==> src/rtl/sobel_window_gen_if.sv <==
// Pixel stream in, 3x3 window stream out, for the Sobel window generator.
// The design side connects through the slave modport.
interface sobel_window_gen_if #(
    parameter int PIXEL_WIDTH = 8
);
    logic [PIXEL_WIDTH-1:0]            pixel_i;
    logic                              valid_i;
    logic                              sof_i;
    logic [2:0][2:0][PIXEL_WIDTH-1:0]  matrix_pixels_o;
    logic                              valid_o;
    logic                              eof_o;

    modport master (
        output pixel_i, valid_i, sof_i,
        input  matrix_pixels_o, valid_o, eof_o
    );

    modport slave (
        input  pixel_i, valid_i, sof_i,
        output matrix_pixels_o, valid_o, eof_o
    );
endinterface

==> src/rtl/sobel_window_gen.sv <==
// Builds a registered 3x3 pixel window from a raster pixel stream using two line buffers.
// matrix_pixels_o[v][p]: v=0 oldest row .. v=2 newest row, p=0 leftmost .. p=2 rightmost.
module sobel_window_gen #(
    parameter int PIXEL_WIDTH = 8,
    parameter int LINE_LEN    = 32,
    parameter int FRAME_LINES = 24
) (
    input  logic               clk_i,
    input  logic               reset_i,
    sobel_window_gen_if.slave  bus
);
    localparam int CW = $clog2(LINE_LEN);
    localparam int RW = $clog2(FRAME_LINES);
    localparam logic [CW-1:0] COL_LAST = CW'(LINE_LEN - 1);
    localparam logic [RW-1:0] ROW_LAST = RW'(FRAME_LINES - 1);

    logic [CW-1:0]                    col;
    logic [RW-1:0]                    row;
    logic [PIXEL_WIDTH-1:0]           line_a [LINE_LEN];
    logic [PIXEL_WIDTH-1:0]           line_b [LINE_LEN];
    logic [2:0][2:0][PIXEL_WIDTH-1:0] win_p0;
    logic                             vld_p0;
    logic                             eof_p0;

    logic          accept;
    logic [CW-1:0] rd_col;
    logic          win_ok;
    logic          last_pix;

    // sof_i re-labels the accepted pixel as (0,0), so it also steers the buffer column.
    assign accept   = bus.valid_i;
    assign rd_col   = bus.sof_i ? '0 : col;
    assign win_ok   = !bus.sof_i && (row >= RW'(2)) && (col >= CW'(2));
    assign last_pix = !bus.sof_i && (row == ROW_LAST) && (col == COL_LAST);

    always_ff @(posedge clk_i) begin
        if (reset_i) begin
            col    <= '0;
            row    <= '0;
            vld_p0 <= 1'b0;
            eof_p0 <= 1'b0;
        end else begin
            vld_p0 <= accept && win_ok;
            eof_p0 <= accept && last_pix;
            if (accept) begin
                if (bus.sof_i) begin
                    col <= CW'(1);
                    row <= '0;
                end else if (col == COL_LAST) begin
                    col <= '0;
                    row <= (row == ROW_LAST) ? '0 : row + RW'(1);
                end else begin
                    col <= col + CW'(1);
                end
            end
        end
    end

    // Line buffers need no reset: rows are only trusted once two fresh lines exist.
    always_ff @(posedge clk_i) begin
        if (accept && !reset_i) begin
            line_b[rd_col] <= line_a[rd_col];
            line_a[rd_col] <= bus.pixel_i;
        end
    end

    // Window stage p0: shift left, new rightmost column from buffers and input.
    always_ff @(posedge clk_i) begin
        if (reset_i) begin
            win_p0 <= '0;
        end else if (accept) begin
            for (int v = 0; v < 3; v++) begin
                win_p0[v][0] <= win_p0[v][1];
                win_p0[v][1] <= win_p0[v][2];
            end
            win_p0[0][2] <= line_b[rd_col];
            win_p0[1][2] <= line_a[rd_col];
            win_p0[2][2] <= bus.pixel_i;
        end
    end

    assign bus.matrix_pixels_o = win_p0;
    assign bus.valid_o         = vld_p0;
    assign bus.eof_o           = eof_p0;
endmodule

==> src/flat_wrapper.sv <==
// flat-port wrapper written by rule: the top's interface ports become plain ports
module sobel_window_gen_flat 
#(
    parameter int PIXEL_WIDTH = 8,
    parameter int LINE_LEN    = 32,
    parameter int FRAME_LINES = 24
)
  (clk_i, reset_i, bus_pixel_i, bus_valid_i, bus_sof_i, bus_matrix_pixels_o, bus_valid_o, bus_eof_o);
  sobel_window_gen_if #(.PIXEL_WIDTH(PIXEL_WIDTH)) bus_i ();
  input  logic clk_i;
  input  logic reset_i;
  input wire logic [$bits(bus_i.pixel_i)-1:0] bus_pixel_i;
  input wire logic [$bits(bus_i.valid_i)-1:0] bus_valid_i;
  input wire logic [$bits(bus_i.sof_i)-1:0] bus_sof_i;
  output wire logic [$bits(bus_i.matrix_pixels_o)-1:0] bus_matrix_pixels_o;
  output wire logic [$bits(bus_i.valid_o)-1:0] bus_valid_o;
  output wire logic [$bits(bus_i.eof_o)-1:0] bus_eof_o;
  assign bus_i.pixel_i = bus_pixel_i;
  assign bus_i.valid_i = bus_valid_i;
  assign bus_i.sof_i = bus_sof_i;
  assign bus_matrix_pixels_o = bus_i.matrix_pixels_o;
  assign bus_valid_o = bus_i.valid_o;
  assign bus_eof_o = bus_i.eof_o;
  sobel_window_gen #(.PIXEL_WIDTH(PIXEL_WIDTH), .LINE_LEN(LINE_LEN), .FRAME_LINES(FRAME_LINES)) u_core (.clk_i(clk_i), .reset_i(reset_i), .bus(bus_i));
endmodule
==> config.mk <==
export PLATFORM = sky130hd
export DESIGN_NAME = sobel_window_gen_flat
export DESIGN_NICKNAME = d
export VERILOG_FILES = /design/src/rtl/sobel_window_gen_if.sv /design/src/rtl/sobel_window_gen.sv /design/src/flat_wrapper.sv
export SDC_FILE = /design/constraint.sdc
export NUM_CORES = 1
export LEC_CHECK = 0
export CAP_MARGIN = 25
export CORE_UTILIZATION = 50
export DETAILED_ROUTE_END_ITERATION = 10
export GPL_TIMING_DRIVEN = 0
export PLACE_DENSITY = 0.67
export SLEW_MARGIN = 25
export SYNTH_ARGS = -nofsm -noshare
export SYNTH_HDL_FRONTEND = slang
export SYNTH_SLANG_ARGS = --single-unit
==> constraint.sdc <==
create_clock -name clk_i -period 4.07 [get_ports clk_i]
set_input_delay 0.6105 -clock clk_i [delete_from_list [all_inputs] [get_ports clk_i]]
set_output_delay 0.6105 -clock clk_i [all_outputs]
set_load 0.05 [all_outputs]
# Word level (Yosys, flattened, before mapping)
# Memories as Yosys holds them, arrays and structs flattened. A register that Yosys moved wholly into a read port is not among the register bits.
# Index checks and enable logic that the tools add are counted.
# Widths: inputs -> output; s select.
[classes]
addsub = 2
n_mul = 0
n_div = 0
magnitude_cmp = 2
eq_ne = 2
shift = 0
muxes = 8
bitwise_logic = 0
n_reduce_logical = 11
[op_table]
columns = ["op", "n"]
rows = [
  ["$mux 5", 6],
  ["$add 5x1->5 const B", 2],
  ["$eq 5x5->1 const B", 2],
  ["$ge 5x2->1 const B", 2],
  ["$logic_and 1x1->1", 7],
  ["$logic_not 1->1", 2],
  ["$mux 1", 2],
  ["$reduce_and 2->1", 1],
  ["$reduce_bool 2->1", 1],
]
[totals]
ff_bits = 76
latchBits = 0
mem_bits_rw = 512
rom_bits = 0
inputBits = 12
out_inout_bits = 74
word_cells = 39
mem_count = 2
[memory_table]
columns = ["name", "depth", "word_bits", "rd", "rd_clocked_by_memory_dff", "wr", "line", "text"]
rows = [
  ["u_core.line_a", 32, 8, 1, 0, 1, "sobel_window_gen.sv:19", "logic [PIXEL_WIDTH-1:0] line_a [LINE_LEN];"],
  ["u_core.line_b", 32, 8, 1, 1, 1, "sobel_window_gen.sv:20", "logic [PIXEL_WIDTH-1:0] line_b [LINE_LEN];"],
]

# Depth between registers and ports, before layout
[logic_depth]
depth_word = 4
ltp_mapped = 11

# Worst setup path before layout
# OpenSTA, ideal clock, no wires.
[synth_path]
kind = "input -> register"
startpoint = "in bus_sof_i"
endpoint = "mem u_core.line_b[0][4], data pin"
arrival_time_ns = 2.265
t_required_ns = 3.621
path_slack_ns = 1.355
cell_stages = 8
path_buffers = 3
path_cell_list = "buf_6 > nor2b_1 > buf_2 > clkbuf_1 > a221oi_1 > a211oi_1 > nor4b_1 > nand3_1"
[synth_between]
elab_chain_cells = 2
[synth_lines]
columns = ["item", "line", "text"]
rows = [
  ["from (decl)", "flat_wrapper.sv:14", "input wire logic [$bits(bus_i.sof_i)-1:0] bus_sof_i;"],
  ["$mux 5", "sobel_window_gen.sv:32", "assign rd_col = bus.sof_i ? '0 : col;"],
  ["$mem_v2 32x8", "-", ""],
  ["to (decl)", "sobel_window_gen.sv:20", ""],
]
# Every way passes these cells.

# Worst setup path after layout
[layout_path]
startpoint = "in bus_sof_i"
endpoint = "mem u_core.line_b[13][5], data pin"
# The elaborated chain is that of the path after synthesis.

==> impl_metrics.csv <==
group,metric,value,unit
synthesis,synth-seq-cells,596,
sta,hold_viol,0,
drt,num_vias,15300,
sta,period_share,1.01,
worst_setup_path,crit_start,"bus_sof_i",
synthesis,synth_async_sr_flop_share,0,
finish,area_delta_synth_final,16.8,%
finish,drive_gt1_frac,0.157,
worst_setup_path,start_kind,"input port",
floorplanning,rows,79,
floorplanning,design.die.area,48100,um^2
power_and_ir_drop,p_leak,0.00902,uW
finish,fin_area,27600,um^2
drt,dr.first_iter.drc_count,2338,
clock_tree,post_cts_buffers,0,
grt,grt_pass1_wl,105000,um
sta,finClkSkew,0.0262,ns
synthesis,synth_nets,1526,
synthesis,syn_inst,1509,
worst_setup_path,reg2regPathDepth,6,
finish,finalNetCount,1685,
clock_tree,path_clk_slew,0.06,ns
floorplanning,initial_core_util,0.507,
drt,routed_via_density,6.58,
synthesis,synth_edf_count,512,
worst_setup_path,required,4.24,ns
drt,drcViolationCount,0,
floorplanning,die_height,219,um
sta,slew_viol_final,0,
place,dp_hpwl,49100,um
min_path,hp-class,"in -> reg",
sta,finalSetupViolCount,53,
min_path,hold_depth,1,
worst_setup_path,critical_path_arrival,4.27,ns
synthesis,syn_avg_cell_area,15.6,um^2
drt,wl_per_cell,31.9,um
power_and_ir_drop,p_total,13000,uW
finish,layout_commonest_cell,"edfxtp_1",
drt,ant_nets,0,
place,gp_congestion,0.989,
power_and_ir_drop,power_density,473,nW/um^2
flow_run,cap_violations,0,
finish,diodes,0,
synthesis,yosys_warnings,0,
grt,grt_usage,0.312,
synthesis,synthDistinctLibCells,80,
worst_setup_path,endpoint_kind,"register",
worst_setup_path,crit_fanout,32,
clock_tree,clock-root-buffer,"clkbuf_16",
clock_tree,cts_tree,"yes",
worst_setup_path,r2r-end,"u_core.line_b[15][2]",
status,violations,"setup timing",
grt,grt_overflow,0,
floorplanning,ios,86,
finish,fillCellCount,3499,
clock_tree,clockBufferDepth,3,
grt,grt_start_max_net_pins,34,
place,placed_cell_area,25600,um^2
worst_setup_path,r2r-start,"u_core.col[3]",
synthesis,synth_area_leaders,"edfxtp_1 (65%), dfxtp_1 (7.1%), mux2i_1 (6.5%)",
synthesis,ys_seq_area_frac,0.723,
worst_setup_path,critical_path.endpoint,"u_core.line_b[13][5]",
clock_tree,insertion_delay,0.63,ns
clock_tree,cts_buffers,59,
sta,rsz0062_at_grt,"false",
grt,grt_pass1_vias,14600,
synthesis,syn_area,23600,um^2
sta,worstMarginPinSlew,1.06,ns
drt,dr.pass1.iters,6,
synthesis,yosys.area.top_type_share,0.651,
status,status,"finished with violations",
sta,slew-limit-headroom,0.286,
floorplanning,die_x,219,um
worst_setup_path,critPathKind,"in -> reg",
power_and_ir_drop,peakVddDrop,0.000310,V
grt,antenna_found_initial,0,
clock_tree,cts_sinks,596,
synthesis,synth_top_cell_by_area,"edfxtp_1",
sta,max_clock_freq,0.244,GHz
worst_setup_path,rrSetupSlack,-0.03,ns
place,port_buffers,84,
clock_tree,cts_max_level,2,
finish,utilization,0.592,
sta,setup_slack,-0.0345,ns
floorplanning,core-area,46600,um^2
synthesis,synth-main-ff-cell,"edfxtp_1",
finish,final_cell_mix,"edfxtp_1 (512), mux2i_1 (153), nor2_1 (104), dfxtp_1 (84), clkdlybuf4s50_1 (76)",
drt,routed_wl,74200,um
sta,min_period,4.10,ns
-- how the worst min path moves through the flow --
| stage | startpoint | end | slack [ns] |
|---|---|---|---|
| after global placement | u_core.bus.matrix_pixels_o[28] | u_core.bus.matrix_pixels_o[28] | 0.48 |
| final | bus_pixel_i[0] | u_core.line_a[31][0] | 0.47 |
| after global routing | bus_pixel_i[0] | u_core.line_a[29][0] | 0.47 |
| after floorplan | u_core.row[3] | u_core.row[3] | 0.46 |
| after detailed placement | u_core.bus.matrix_pixels_o[52] | u_core.bus.matrix_pixels_o[52] | 0.48 |
| after CTS | bus_pixel_i[0] | u_core.line_a[30][0] | 0.45 |
-- cells in the mapped netlist (6+ instances only) --
cell	n
edfxtp_1	512
mux2i_1	153
nor2_1	136
dfxtp_1	84
a21oi_1	62
a221oi_1	48
buf_2	42
nand2_1	37
clkbuf_1	34
a211oi_1	32
o21ai_0	31
a221o_1	22
nand3_1	22
buf_4	20
o22ai_1	17
mux4_2	14
nor2b_1	14
mux2_2	13
a22o_1	12
a22oi_1	12
nand2b_1	10
o211ai_1	9
o21bai_1	9
o221ai_1	9
buf_6	8
nor3_1	8
nor3b_1	8
inv_1	7
o22a_1	7
a41oi_1	6
-- per-layer routing --
metal	routed length, um	vias up	GRT usage	share of wire
li1	-	6317	-	-
met1	28300	7583	0.426	0.38
met4	4090	0	0.158	0.055
met5	0	-	0	0
met2	32700	1160	0.473	0.44
met3	9150	222	0.0658	0.12
-- power breakdown --
group	switching, uW	internal [uW]
logic	663	271
clock network	2350	3020
registers	37.6	6710
-- area by class of cell --
cell class,instances,area (um^2),area share
Buffer,109,613,0.0222
Timing Repair Buffer,98,1040,0.0378
Tap cell,607,759,0.0275
Sequential cell,596,17100,0.619
Inverter,9,36.3,0.00132
Clock buffer,84,1730,0.0626
Clock inverter,26,181,0.00658
Multi-Input combinational cell,795,6160,0.223
-- worst max-delay path, cell delays in order --
cell and delay [ns]:
clkdlybuf4s50_1 0.50, buf_6 0.18, nand4bb_1 0.37, clkbuf_1 0.71
a21oi_1 0.09, a22o_1 0.32, nor3_1 0.82, nand2_2 0.63
-- through the flow --
step	TNS, ns	hold slack [ns]	instances	setup slack [ns]
finish	-0.994	0.470	2324	-0.0345
floorplan	0	0.456	1509	1.36
detailed placement	-111.21	0.479	2214	-0.691
global route	0	0.466	2324	0.00762
CTS	0	0.451	2324	0.0835
global placement	-264.52	0.476	2200	-0.978
-- logic make-up (layout without fill, tap and decap cells) --
| family | count (synthesis) | count (layout) | share of synthesized area |
|---|---|---|---|
| muxes | 180 | 180 | 0.0844 |
| adders and majority gates | 5 | 5 | 0.00265 |
| buffers and inverters | 118 | 326 | 0.0275 |
| and+or+nand+nor | 284 | 284 | 0.0594 |
| AOI/OAI and AO/OA | 326 | 326 | 0.103 |
| DFF | 596 | 596 | 0.723 |
-- registers in the layout (all words and copies together) (netlist names) --
name,count
u_core.bus.valid_o,1
u_core.line_a,256
u_core.row,5
u_core.col,5
u_core.line_b,256
u_core.bus.eof_o,1
u_core.bus.matrix_pixels_o,72
-- what timing repair did --
| item | in CTS | in global routing |
|---|---|---|
| pin swaps | 0 | 0 |
| hold buffers | 0 | 0 |
| endpoints found under the setup margin | 120 | 32 |
| resized for setup | 4 | 1 |
| hold endpoints to repair | 0 | 0 |
No activity file was read; power rests on OpenSTA's default activity.
